===== src/rtl/addsub_acc_unit.sv =====
// Registered W-bit add/sub unit with accumulator, sticky overflow and valid/ready handshake.
// Define ADDSUB_ACC_SAT_EN to clamp overflowing results instead of wrapping.
module addsub_acc_unit #(
   parameter int unsigned   W        = 8,
   parameter logic [W-1:0]  ACC_INIT = '0
) (
   input  logic         clk,
   input  logic         rst,
   input  logic         in_valid,
   output logic         in_ready,
   input  logic [2:0]   op,
   input  logic [W-1:0] in_a,
   input  logic [W-1:0] in_b,
   output logic         out_valid,
   input  logic         out_ready,
   output logic [W-1:0] result,
   output logic         carry,
   output logic         zero,
   output logic         negative,
   output logic         overflow,
   output logic         ovf_sticky,
   output logic [W-1:0] acc
);

   localparam logic [2:0] OpAdd    = 3'd0;
   localparam logic [2:0] OpSub    = 3'd1;
   localparam logic [2:0] OpAccAdd = 3'd2;
   localparam logic [2:0] OpAccSub = 3'd3;
   localparam logic [2:0] OpLoad   = 3'd4;
   localparam logic [2:0] OpClr    = 3'd5;

   logic         out_valid_q;
   logic [W-1:0] result_q, result_d;
   logic         carry_q, carry_d;
   logic         overflow_q, overflow_d;
   logic         sticky_q, sticky_d;
   logic [W-1:0] acc_q, acc_d;

   logic         fire;
   logic         sub;
   logic         use_acc;
   logic [W-1:0] x_op;
   logic [W-1:0] b_op;
   logic [W:0]   sum_w;
   logic         add_ovf;
   logic [W-1:0] arith_res;

   assign in_ready = !out_valid_q || out_ready;
   assign fire     = in_valid && in_ready;

   always_comb begin
      sub     = (op == OpSub) || (op == OpAccSub);
      use_acc = (op == OpAccAdd) || (op == OpAccSub);
      x_op    = use_acc ? acc_q : in_a;
      b_op    = in_b ^ {W{sub}};
      // Subtraction as X + ~B + 1; carry out of bit W means "no borrow".
      sum_w   = {1'b0, x_op} + {1'b0, b_op} + {{W{1'b0}}, sub};
      add_ovf = (x_op[W-1] == b_op[W-1]) && (sum_w[W-1] != x_op[W-1]);
`ifdef ADDSUB_ACC_SAT_EN
      if (add_ovf) begin
         arith_res = x_op[W-1] ? {1'b1, {(W-1){1'b0}}} : {1'b0, {(W-1){1'b1}}};
      end else begin
         arith_res = sum_w[W-1:0];
      end
`else
      arith_res = sum_w[W-1:0];
`endif
   end

   always_comb begin
      result_d   = acc_q;
      carry_d    = 1'b0;
      overflow_d = 1'b0;
      acc_d      = acc_q;
      unique case (op)
         OpAdd, OpSub: begin
            result_d   = arith_res;
            carry_d    = sum_w[W];
            overflow_d = add_ovf;
         end
         OpAccAdd, OpAccSub: begin
            result_d   = arith_res;
            carry_d    = sum_w[W];
            overflow_d = add_ovf;
            acc_d      = arith_res;
         end
         OpLoad: begin
            result_d = in_a;
            acc_d    = in_a;
         end
         OpClr: begin
            result_d = ACC_INIT;
            acc_d    = ACC_INIT;
         end
         default: ;
      endcase
      sticky_d = (op == OpClr) ? 1'b0 : (sticky_q | overflow_d);
   end

   always_ff @(posedge clk or posedge rst) begin
      if (rst) begin
         out_valid_q <= 1'b0;
         result_q    <= '0;
         carry_q     <= 1'b0;
         overflow_q  <= 1'b0;
         sticky_q    <= 1'b0;
         acc_q       <= ACC_INIT;
      end else begin
         if (fire) begin
            out_valid_q <= 1'b1;
            result_q    <= result_d;
            carry_q     <= carry_d;
            overflow_q  <= overflow_d;
            sticky_q    <= sticky_d;
            acc_q       <= acc_d;
         end else if (out_ready) begin
            out_valid_q <= 1'b0;
         end
      end
   end

   assign out_valid  = out_valid_q;
   assign result     = result_q;
   assign carry      = carry_q;
   assign zero       = (result_q == '0);
   assign negative   = result_q[W-1];
   assign overflow   = overflow_q;
   assign ovf_sticky = sticky_q;
   assign acc        = acc_q;

endmodule


===== config.mk =====
export PLATFORM = sky130hd
export DESIGN_NAME = addsub_acc_unit
export DESIGN_NICKNAME = d
export VERILOG_FILES = /design/src/rtl/addsub_acc_unit.sv
export SDC_FILE = /design/constraint.sdc
export NUM_CORES = 1
export LEC_CHECK = 0
export ABC_AREA = 1
export CAP_MARGIN = 0
export CELL_PAD_IN_SITES_DETAIL_PLACEMENT = 0
export CELL_PAD_IN_SITES_GLOBAL_PLACEMENT = 1
export CORE_AREA = 5 5 74 92
export CTS_BUF_LIST = sky130_fd_sc_hd__clkbuf_8
export DETAILED_ROUTE_END_ITERATION = 12
export DIE_AREA = 0 0 79 97
export GPL_TIMING_DRIVEN = 0
export PLACE_DENSITY_LB_ADDON = 0.1
export SETUP_SLACK_MARGIN = 0.4
export SYNTH_ARGS = -nofsm -noshare
export SYNTH_HDL_FRONTEND = slang
export SYNTH_SLANG_ARGS = --single-unit

===== constraint.sdc =====
create_clock -name clk -period 3.8 [get_ports clk]
set_input_delay 0.76 -clock clk [delete_from_list [all_inputs] [get_ports clk]]
set_output_delay 0.76 -clock clk [all_outputs]
set_load 0.005 [all_outputs]

### After elaboration in Yosys (flattened, before gate mapping)

Index checks and enable logic that the tools add are counted.

| storage, ports and cells | value |
|---|---|
| bits in registers | 20 |
| bits of input ports | 23 |
| output and inout port bits | 23 |
| word-level logic and storage cells | 38 |

| operators by class | value |
|---|---|
| $add $sub $neg | 2 |
| equal/unequal tests | 7 |
| multiplexer cells | 8 |
| bitwise gates (word level) | 2 |
| reductions and logical operators | 13 |

Operators by type and width:

| cell | number |
|---|---|
| $pmux 8 s3 | 2 |
| $add 8x8->9 | 1 |
| $add 9x1->9 | 1 |
| $logic_not 8->1 | 1 |
| $mux 8 | 1 |
| $xor 8x8->8 | 1 |
| $eq 3x2->1 const B | 2 |
| $eq 3x3->1 const B | 2 |
| $mux 1 | 5 |
| $reduce_or 4->1 | 1 |
| $eq 3x1->1 const B | 1 |
| $logic_not 3->1 | 1 |
| $logic_or 1x1->1 | 3 |
| $reduce_bool 3->1 | 1 |
| $logic_and 1x1->1 | 2 |
| $reduce_and 2->1 | 1 |
| $reduce_bool 2->1 | 1 |
| $reduce_or 2->1 | 1 |
| $eq 1x1->1 | 1 |
| $logic_not 1->1 | 1 |
| $ne 1x1->1 | 1 |
| $or 1x1->1 | 1 |

### Logic depth before layout (Yosys ltp)

Gate-level depths: netlist (run 1).

| logic depth | value |
|---|---|
| word-level depth | 10 |
| mapped depth | 17 |
| depth with buffers taken out | 17 |

### Worst setup path before layout (run 1)

No wires, ideal clock.

| timing path | value |
|---|---|
| path type | in2reg |
| from | in op[2] |
| to | reg acc_q[7] (netlist: acc[7]) |
| arrival time | 2429 ps |
| path slack | 1251 ps |
| stages | 14 |
| buffers on the path | 0 |
| cell sequence | inv_4 -> ha_1 -> inv_2 -> nand2_1 -> o21ai_0 -> ha_1 -> a21oi_1 -> nor3_1 -> nor2_1 -> nand3_1 -> nand2_1 -> nand2_1 -> nand2_1 -> o21ai_2 |

| on the way | value |
|---|---|
| longest elaborated chain between the ends | 6 |
| elaborated cells on any way between the ends | 15 |
| those cells by class | add/sub: 2; eq/ne: 5; mux: 2; bitwise: 1; reduce/logical: 5 |

RTL lines:

| item | RTL line | text |
|---|---|---|
| start, declared | 11 | `input logic [2:0] op,` |
| $eq 3x2->1, or another cell as far along | 53, 75 |  |
| $logic_or 1x1->1 (on tied branches) | 53, 52 |  |
| $mux 8 or $xor 8x8->8 (tied branches) | 54, 55 |  |
| $add 8x8->9 | 57 | `sum_w = {1'b0, x_op} + {1'b0, b_op} + {{W{1'b0}}, sub};` |
| $add 9x1->9 | 57 |  |
| $pmux 8 s3 | 75 | `unique case (op)` |
| end signal, assigned | 107 | `acc_q <= ACC_INIT;` |
| end signal, assigned | 115 | `acc_q <= acc_d;` |
| end, declared | 37 | `logic [W-1:0] acc_q, acc_d;` |

Parallel ways exist; a longest one is shown, timed or not.
A chain may end at the register's enable or synchronous reset.

### Worst setup path after layout (run 1)

| timing path | value |
|---|---|
| from | in op[1] |
| to | reg result_q[7] (netlist: result[7]) |

| on the way | value |
|---|---|
| longest elaborated chain between the ends | 6 |
| elaborated cells on any way between the ends | 14 |
| those cells by class | add/sub: 2; eq/ne: 5; mux: 2; bitwise: 1; reduce/logical: 4 |

RTL lines:

| item | RTL line | text |
|---|---|---|
| $eq 3x2->1, or another cell as far along | 53, 75 |  |
| $logic_or 1x1->1 (on tied branches) | 53, 52 |  |
| $mux 8 or $xor 8x8->8 (tied branches) | 54, 55 |  |
| $add 8x8->9 | 57 |  |
| $add 9x1->9 | 57 |  |
| $pmux 8 s3 (*) | 75 |  |
| end signal, assigned | 111 | `result_q <= result_d;` |
| end, declared | 33 | `logic [W-1:0] result_q, result_d;` |

Every way passes the cells marked *; elsewhere a longest branch is shown, timed or not.

==> flow_summary_export.csv, run 1 <==
group,metric,value,unit
status,status,"finished clean",
yosys,yosysSeqAreaShare,29.7,%
layout,drive_gt1_share,8.22,%
setup_path,cp_data_required_time,3.95,ns
power_and_ir_drop,combPwrFrac,50.9,%
timing,whs,0.483,ns
worst_hold_path,min_from,"carry",
clock_network,clk_pin_slew,0.07,ns
grt,antenna_found_initial,0,
floorplanning,coreArea,5780,um^2
layout,fill_cells,652,
timing,skew,0.000799,ns
clock_network,clock_latency,0.25,ns
clock_network,clockRootBuffer,"clkbuf_8",
clock_network,cts_tree,"done",
placed_design,dp_cells,355,
timing,hold_viol,0,
routing,vias,1618,
timing,period_needed,3.11,ns
grt,gr-usage-met3,1.21,%
floorplanning,start_util,29.2,%
routing,viasPerCell,4.52,
grt,grtUsageTotal,12.4,%
routing,wirelength,4.56,mm
setup_path,crit_arrival,3.26,ns
worst_hold_path,min_path_cells,2,
clock_network,numCtsBuffers,3,
layout,layout.nets,328,
grt,use_met2,20.4,%
timing,slew-limit-headroom,49.2,%
power_and_ir_drop,seq_power_share,34.2,%
worst_hold_path,whs_endpoint,"carry",
yosys,yosys_warnings,0,
power_and_ir_drop,switching_share,36.6,%
floorplanning,ios,46,
routing,drtIter0Drc,79,
placed_design,place_area,2220,um^2
floorplanning,die_y,97,um
timing,rsz0062_at_grt,"no",
clock_network,cts_num_sinks,20,
yosys,syn_inst,244,
yosys,synth_edf_count,0,
flow_run,maxCapViolCount,0,
placed_design,globalplace.congestion,0.755,
timing,period_share,81.8,%
yosys,avgSynthCellArea,6.91,um^2
routing,ant_nets,0,
yosys,ys_ff_latch,20,
yosys,synth_area,1690,um^2
setup_path,cp-end-kind,"register",
timing,clock.fmax,0.322,GHz
layout,diodes,0,
clock_network,cts_setup_buffers,0,
worst_hold_path,min_path_type,"register to register",
grt,grt-ovfl-total,0,
setup_path,r2r-start,"acc[1]",
yosys,ys.flop_type,"dfrtp_1",
yosys,synthTopCellsByArea,"dfrtp_1, nand2_1, ha_1, inv_1, a21oi_1",
setup_path,r2r_cells,11,
layout,final_cells,358,
grt,grt_pass1_wl,7.71,mm
clock_network,clk_path_buf_depth,2,
floorplanning,die_area,7660,um^2
grt,grt_start_max_net_pins,21,
yosys,synth_fp_nets,278,
floorplanning,rows,31,
timing,worst_pin_slew,0.761,ns
layout,fin_area,2260,um^2
power_and_ir_drop,p_leak,1.14,nW
yosys,synthTopCellsByCount,"nand2_1, inv_1, dfrtp_1",
setup_path,path_max_fanout,10,
clock_network,htreeDepth,1,
power_and_ir_drop,pwr-share-clk,14.9,%
placed_design,port_buffers,45,
routing,drcViolationCount,0,
setup_path,reg2reg_to,"acc[6]",
power_and_ir_drop,vdd_drop_max,0.119,mV
grt,busiest_layer,"met2",
power_and_ir_drop,p_per_area,397,nW/um^2
yosys,synth_cell_types,33,
layout,fin_util,39.2,%
timing,finalSetupViolations,0,
timing,slew_violations,0,
setup_path,regToRegSetupSlack,1.77,ns
layout,area_growth,34.4,%
routing,dr.pass1.iters,4,
yosys,synth-async-reset-ratio,100,%
yosys,synth_top_area_share,29.7,%
placed_design,dpl.hpwl,3.89,mm
layout,seq_area,500,um^2
grt,use_met1,16.5,%
setup_path,crit_path_top_delay_cell,"clkdlybuf4s50_1",
timing,finalSetupTns,0,ns
routing,post_drt_wl_per_cell,12.7,um
setup_path,path_cells,"clkdlybuf4s50_1, ha_2, inv_2, o21ai_0, ha_1, a21oi_1, nor3_1, nor2_1, nand3_1, nand3_1, nand2_1, nand2_1, nand2_1",
grt,grt_pass1_vias,1591,
floorplanning,die_w,79,um
power_and_ir_drop,internal_power,0.570,mW
yosys,synth_top_area_cell,"dfrtp_1",
setup_path,critical_path.max_stage_delay,0.61,ns
setup_path,cp-start-kind,"input pin",
setup_path,cpMostUsedCell,"nand2_1",
power_and_ir_drop,p_switching,0.329,mW
yosys,synth_most_common_cell,"nand2_1",
setup_path,setup.worst_path.class,"input pin to register",
layout,multi_input_area,1030,um^2
## per-layer routing
layer	vias up	part of all wire [%]	wire length, um
met2	39	48	2200
li1	868	-	-
met3	4	4.6	208
met5	-	0	0
met4	0	1.3	59
met1	707	46	2100
## sequential cells by signal, summed over array words and instances, names as in the netlist
signal,count
acc,8
result,8
carry,1
out_valid,1
overflow,1
ovf_sticky,1
## final cells by class
cell class / count / area share (%)
Timing Repair Buffer: 45 / 20.0
Tap cell: 66 / 3.65
Sequential cell: 20 / 22.1
Clock buffer: 3 / 1.82
Buffer: 4 / 0.829
Inverter: 36 / 6.08
Multi-Input combinational cell: 184 / 45.5
## power by group through the flow
stage / registers, mW / logic (mW) / clock network, mW
after floorplan: 0.312 / 0.249 / 0
after global placement: 0.312 / 0.465 / 0
after detailed placement: 0.314 / 0.466 / 0
after CTS: 0.309 / 0.468 / 0.141
after global routing: 0.317 / 0.518 / 0.150
final: 0.307 / 0.457 / 0.134
## kinds of logic after synthesis
logic type,share of synthesized area [%]
fa+ha+maj,8.61
xor+xnor,5.72
simple gates,32.1
buf+inv,9.28
flops,29.7
compound gates,14.6
## worst max-delay path: cells and delay by family
kind | cells | cell delay (ns)
and+or+nand+nor | 7 | 0.69
buffers and inverters | 2 | 0.72
adders and majority gates | 2 | 0.62
AOI/OAI and AO/OA | 2 | 0.47
## placed cells by master, fill, tap and decap left out, types with 2 or more instances in the layout
master and instances:
nand2_1 84, nand2_4 4, nand3_1 8, o21ai_0 16, nand2_2 6, o21ai_2 2, xnor2_1 6, ha_1 9
dfrtp_1 20, clkbuf_1 3, a21oi_1 18, nand3_2 2, xor2_1 5, clkdlybuf4s50_1 44, clkbuf_8 3, o211ai_1 2
nor3_1 2, inv_1 33, nor2_1 7
## worst max-delay path by stage
stage,startpoint,endpoint,cells after the start
after floorplan,op[2],acc[7],14
after global placement,op[2],result[7],14
after detailed placement,op[2],acc[6],13
after CTS,op[2],acc[6],13
after global routing,op[1],result[7],13
final,op[1],result[7],13
## what timing repair did
action / 4_1_cts / 5_1_grt
gates resized for setup: 1 / 1
hold endpoints to repair: 0 / 0
hold buffers: 0 / 0
cloned: 0 / 0
pin swaps: 0 / 0
setup endpoints to repair: 4 / 8
## metrics by stage
step,power (mW),setup WS [ns]
after floorplan,0.561,1.25
after global placement,0.777,0.0805
after detailed placement,0.780,0.103
after CTS,0.919,0.452
after global routing,0.985,0.419
final,0.898,0.690
(Power assumes the default switching activity.)
==> run 2, diff against run 1 <==
clock period = 2.68 ns   (was 3.8 ns; I/O delays follow)
==> flow_summary_export.csv, run 2 (synthesis gave the netlist of run 1 again) <==
group,metric,value,unit
timing,period_needed,2.18,ns
power_and_ir_drop,p_per_area,546,nW/um^2
worst_hold_path,whs_endpoint,"carry",
clock_network,clock_latency,0.25,ns
setup_path,path_cells,"clkdlybuf4s50_1, inv_1, nand2_1, clkdlybuf4s50_1",
layout,area_growth,47.0,%
status,status,"finished clean",
timing,slew-limit-headroom,49.4,%
timing,slew_violations,0,
layout,diodes,0,
power_and_ir_drop,p_leak,1.26,nW
setup_path,cp_data_required_time,2.14,ns
grt,grt_start_max_net_pins,21,
floorplanning,die_area,7660,um^2
setup_path,path_buf_inv,3,
power_and_ir_drop,combPwrFrac,53.6,%
floorplanning,start_util,29.2,%
setup_path,cp-start-kind,"input pin",
setup_path,cp-end-kind,"output port",
flow_run,maxCapViolCount,0,
timing,clock.fmax,0.459,GHz
setup_path,regToRegSetupSlack,0.83,ns
timing,finalSetupViolations,0,
clock_network,clk_path_buf_depth,2,
clock_network,htreeDepth,1,
power_and_ir_drop,internal_power,0.852,mW
routing,viasPerCell,4.55,
routing,drtIter0Drc,75,
floorplanning,rows,31,
worst_hold_path,min_from,"carry",
grt,grtUsageTotal,12.6,%
timing,period_share,81.3,%
routing,dr.pass1.iters,4,
power_and_ir_drop,p_switching,0.502,mW
floorplanning,coreArea,5780,um^2
routing,wirelength,4.83,mm
worst_hold_path,min_path_cells,2,
setup_path,crit_path_top_delay_cell,"clkdlybuf4s50_1",
clock_network,clk_pin_slew,0.07,ns
setup_path,setup.worst_path.class,"input pin to output port",
setup_path,cpMostUsedCell,"clkdlybuf4s50_1",
setup_path,path_max_fanout,3,
floorplanning,ios,46,
setup_path,crit_arrival,1.64,ns
timing,rsz0062_at_grt,"no",
layout,fin_util,42.9,%
routing,drcViolationCount,0,
clock_network,cts_num_sinks,20,
floorplanning,die_w,79,um
power_and_ir_drop,vdd_drop_max,0.160,mV
placed_design,port_buffers,45,
timing,whs,0.485,ns
clock_network,cts_tree,"done",
floorplanning,die_y,97,um
grt,antenna_found_initial,0,
layout,fill_cells,612,
power_and_ir_drop,seq_power_share,32.4,%
setup_path,r2r-start,"acc[3]",
routing,post_drt_wl_per_cell,13.0,um
timing,hold_viol,0,
layout,layout_common_cells,"nand2_1, clkdlybuf4s50_1, inv_1",
power_and_ir_drop,pwr-share-clk,14.0,%
timing,skew,0.00110,ns
layout,layout.nets,342,
setup_path,critical_path.max_stage_delay,0.52,ns
setup_path,crit_family,"buffers and inverters",
timing,worst_pin_slew,0.758,ns
layout,drive_gt1_share,19.3,%
power_and_ir_drop,switching_share,37.1,%
grt,grt_pass1_wl,7.87,mm
power_and_ir_drop,p_total,1.35,mW
routing,vias,1693,
setup_path,reg2reg_to,"result[6]",
placed_design,globalplace.congestion,0.764,
clock_network,numCtsBuffers,3,
setup_path,r2r_cells,11,
grt,grt-ovfl-total,0,
routing,ant_nets,0,
worst_hold_path,min_path_type,"register to register",
placed_design,dpl.hpwl,3.90,mm
clock_network,clockRootBuffer,"clkbuf_8",
layout,final_common_cell,"nand2_1",
grt,grt_pass1_vias,1619,
==> run 2: worst max-delay path by stage <==
| stage | cells after the start | startpoint | end | slack [ns] |
|---|---|---|---|---|
| CTS | 14 | op[1] | acc[6] | 0.39 |
| global placement | 13 | op[2] | acc[6] | -0.73 |
| global route | 15 | op[2] | acc[6] | 0.38 |
| floorplan | 13 | op[2] | acc[6] | 0.41 |
| detailed placement | 13 | op[2] | acc[6] | -0.73 |
| finish | 4 | out_ready | in_ready | 0.50 |
==> run 2: final cells by class <==
cell class                 instances  area [um^2]  area share, %
multi-input combinational        184         1120           45.2
timing repair inverter             1         6.26          0.253
sequential                        20          500           20.2
tap                               66         82.6           3.33
buffer                             4         18.8          0.758
timing repair buffer              58          554           22.4
clock buffer                       3         41.3           1.67
inverter                          36          155           6.26
==> run 2: power by group through the flow <==
stage / Combinational, mW / Clock (mW) / Sequential (mW)
2_1_floorplan: 0.356 / 0 / 0.442
3_3_place_gp: 0.663 / 0 / 0.442
3_5_place_dp: 0.662 / 0 / 0.446
4_1_cts: 0.691 / 0.200 / 0.440
5_1_grt: 0.816 / 0.213 / 0.449
6_report: 0.725 / 0.189 / 0.439
==> run 2: timing repair <==
| item | in CTS | in global routing |
|---|---|---|
| setup endpoints to repair | 19 | 14 |
| hold buffers | 0 | 0 |
| pin swaps | 6 | 19 |
| resized for setup | 24 | 30 |
| cloned | 0 | 1 |
| endpoints found under the hold margin | 0 | 0 |
| buffers inserted | 4 | 9 |
==> run 2: tightest hold or removal path: cells and delay by family (launching register included) <==
kind            cells  cell delay [ns]
flops               1             0.34
compound gates      1             0.06
simple gates        1             0.05
==> run 2: stage by stage <==
| stage | setup TNS [ns] | cells | instance area, um^2 | worst slack [ns] |
|---|---|---|---|---|
| floorplan | 0 | 244 | 1690 | 0.408 |
| global placement | -9.29 | 355 | 2220 | -0.731 |
| detailed placement | -9.16 | 355 | 2220 | -0.731 |
| CTS | 0 | 362 | 2330 | 0.394 |
| global route | 0 | 372 | 2480 | 0.380 |
| finish | 0 | 372 | 2480 | 0.502 |
==> run 2: metal layers <==
metal	GRT usage [%]	wire, um	vias up
met5	0	0	-
met4	3.97	49	0
met3	1.02	207	2
met2	21.1	2410	39
met1	16.8	2170	755
li1	-	-	897
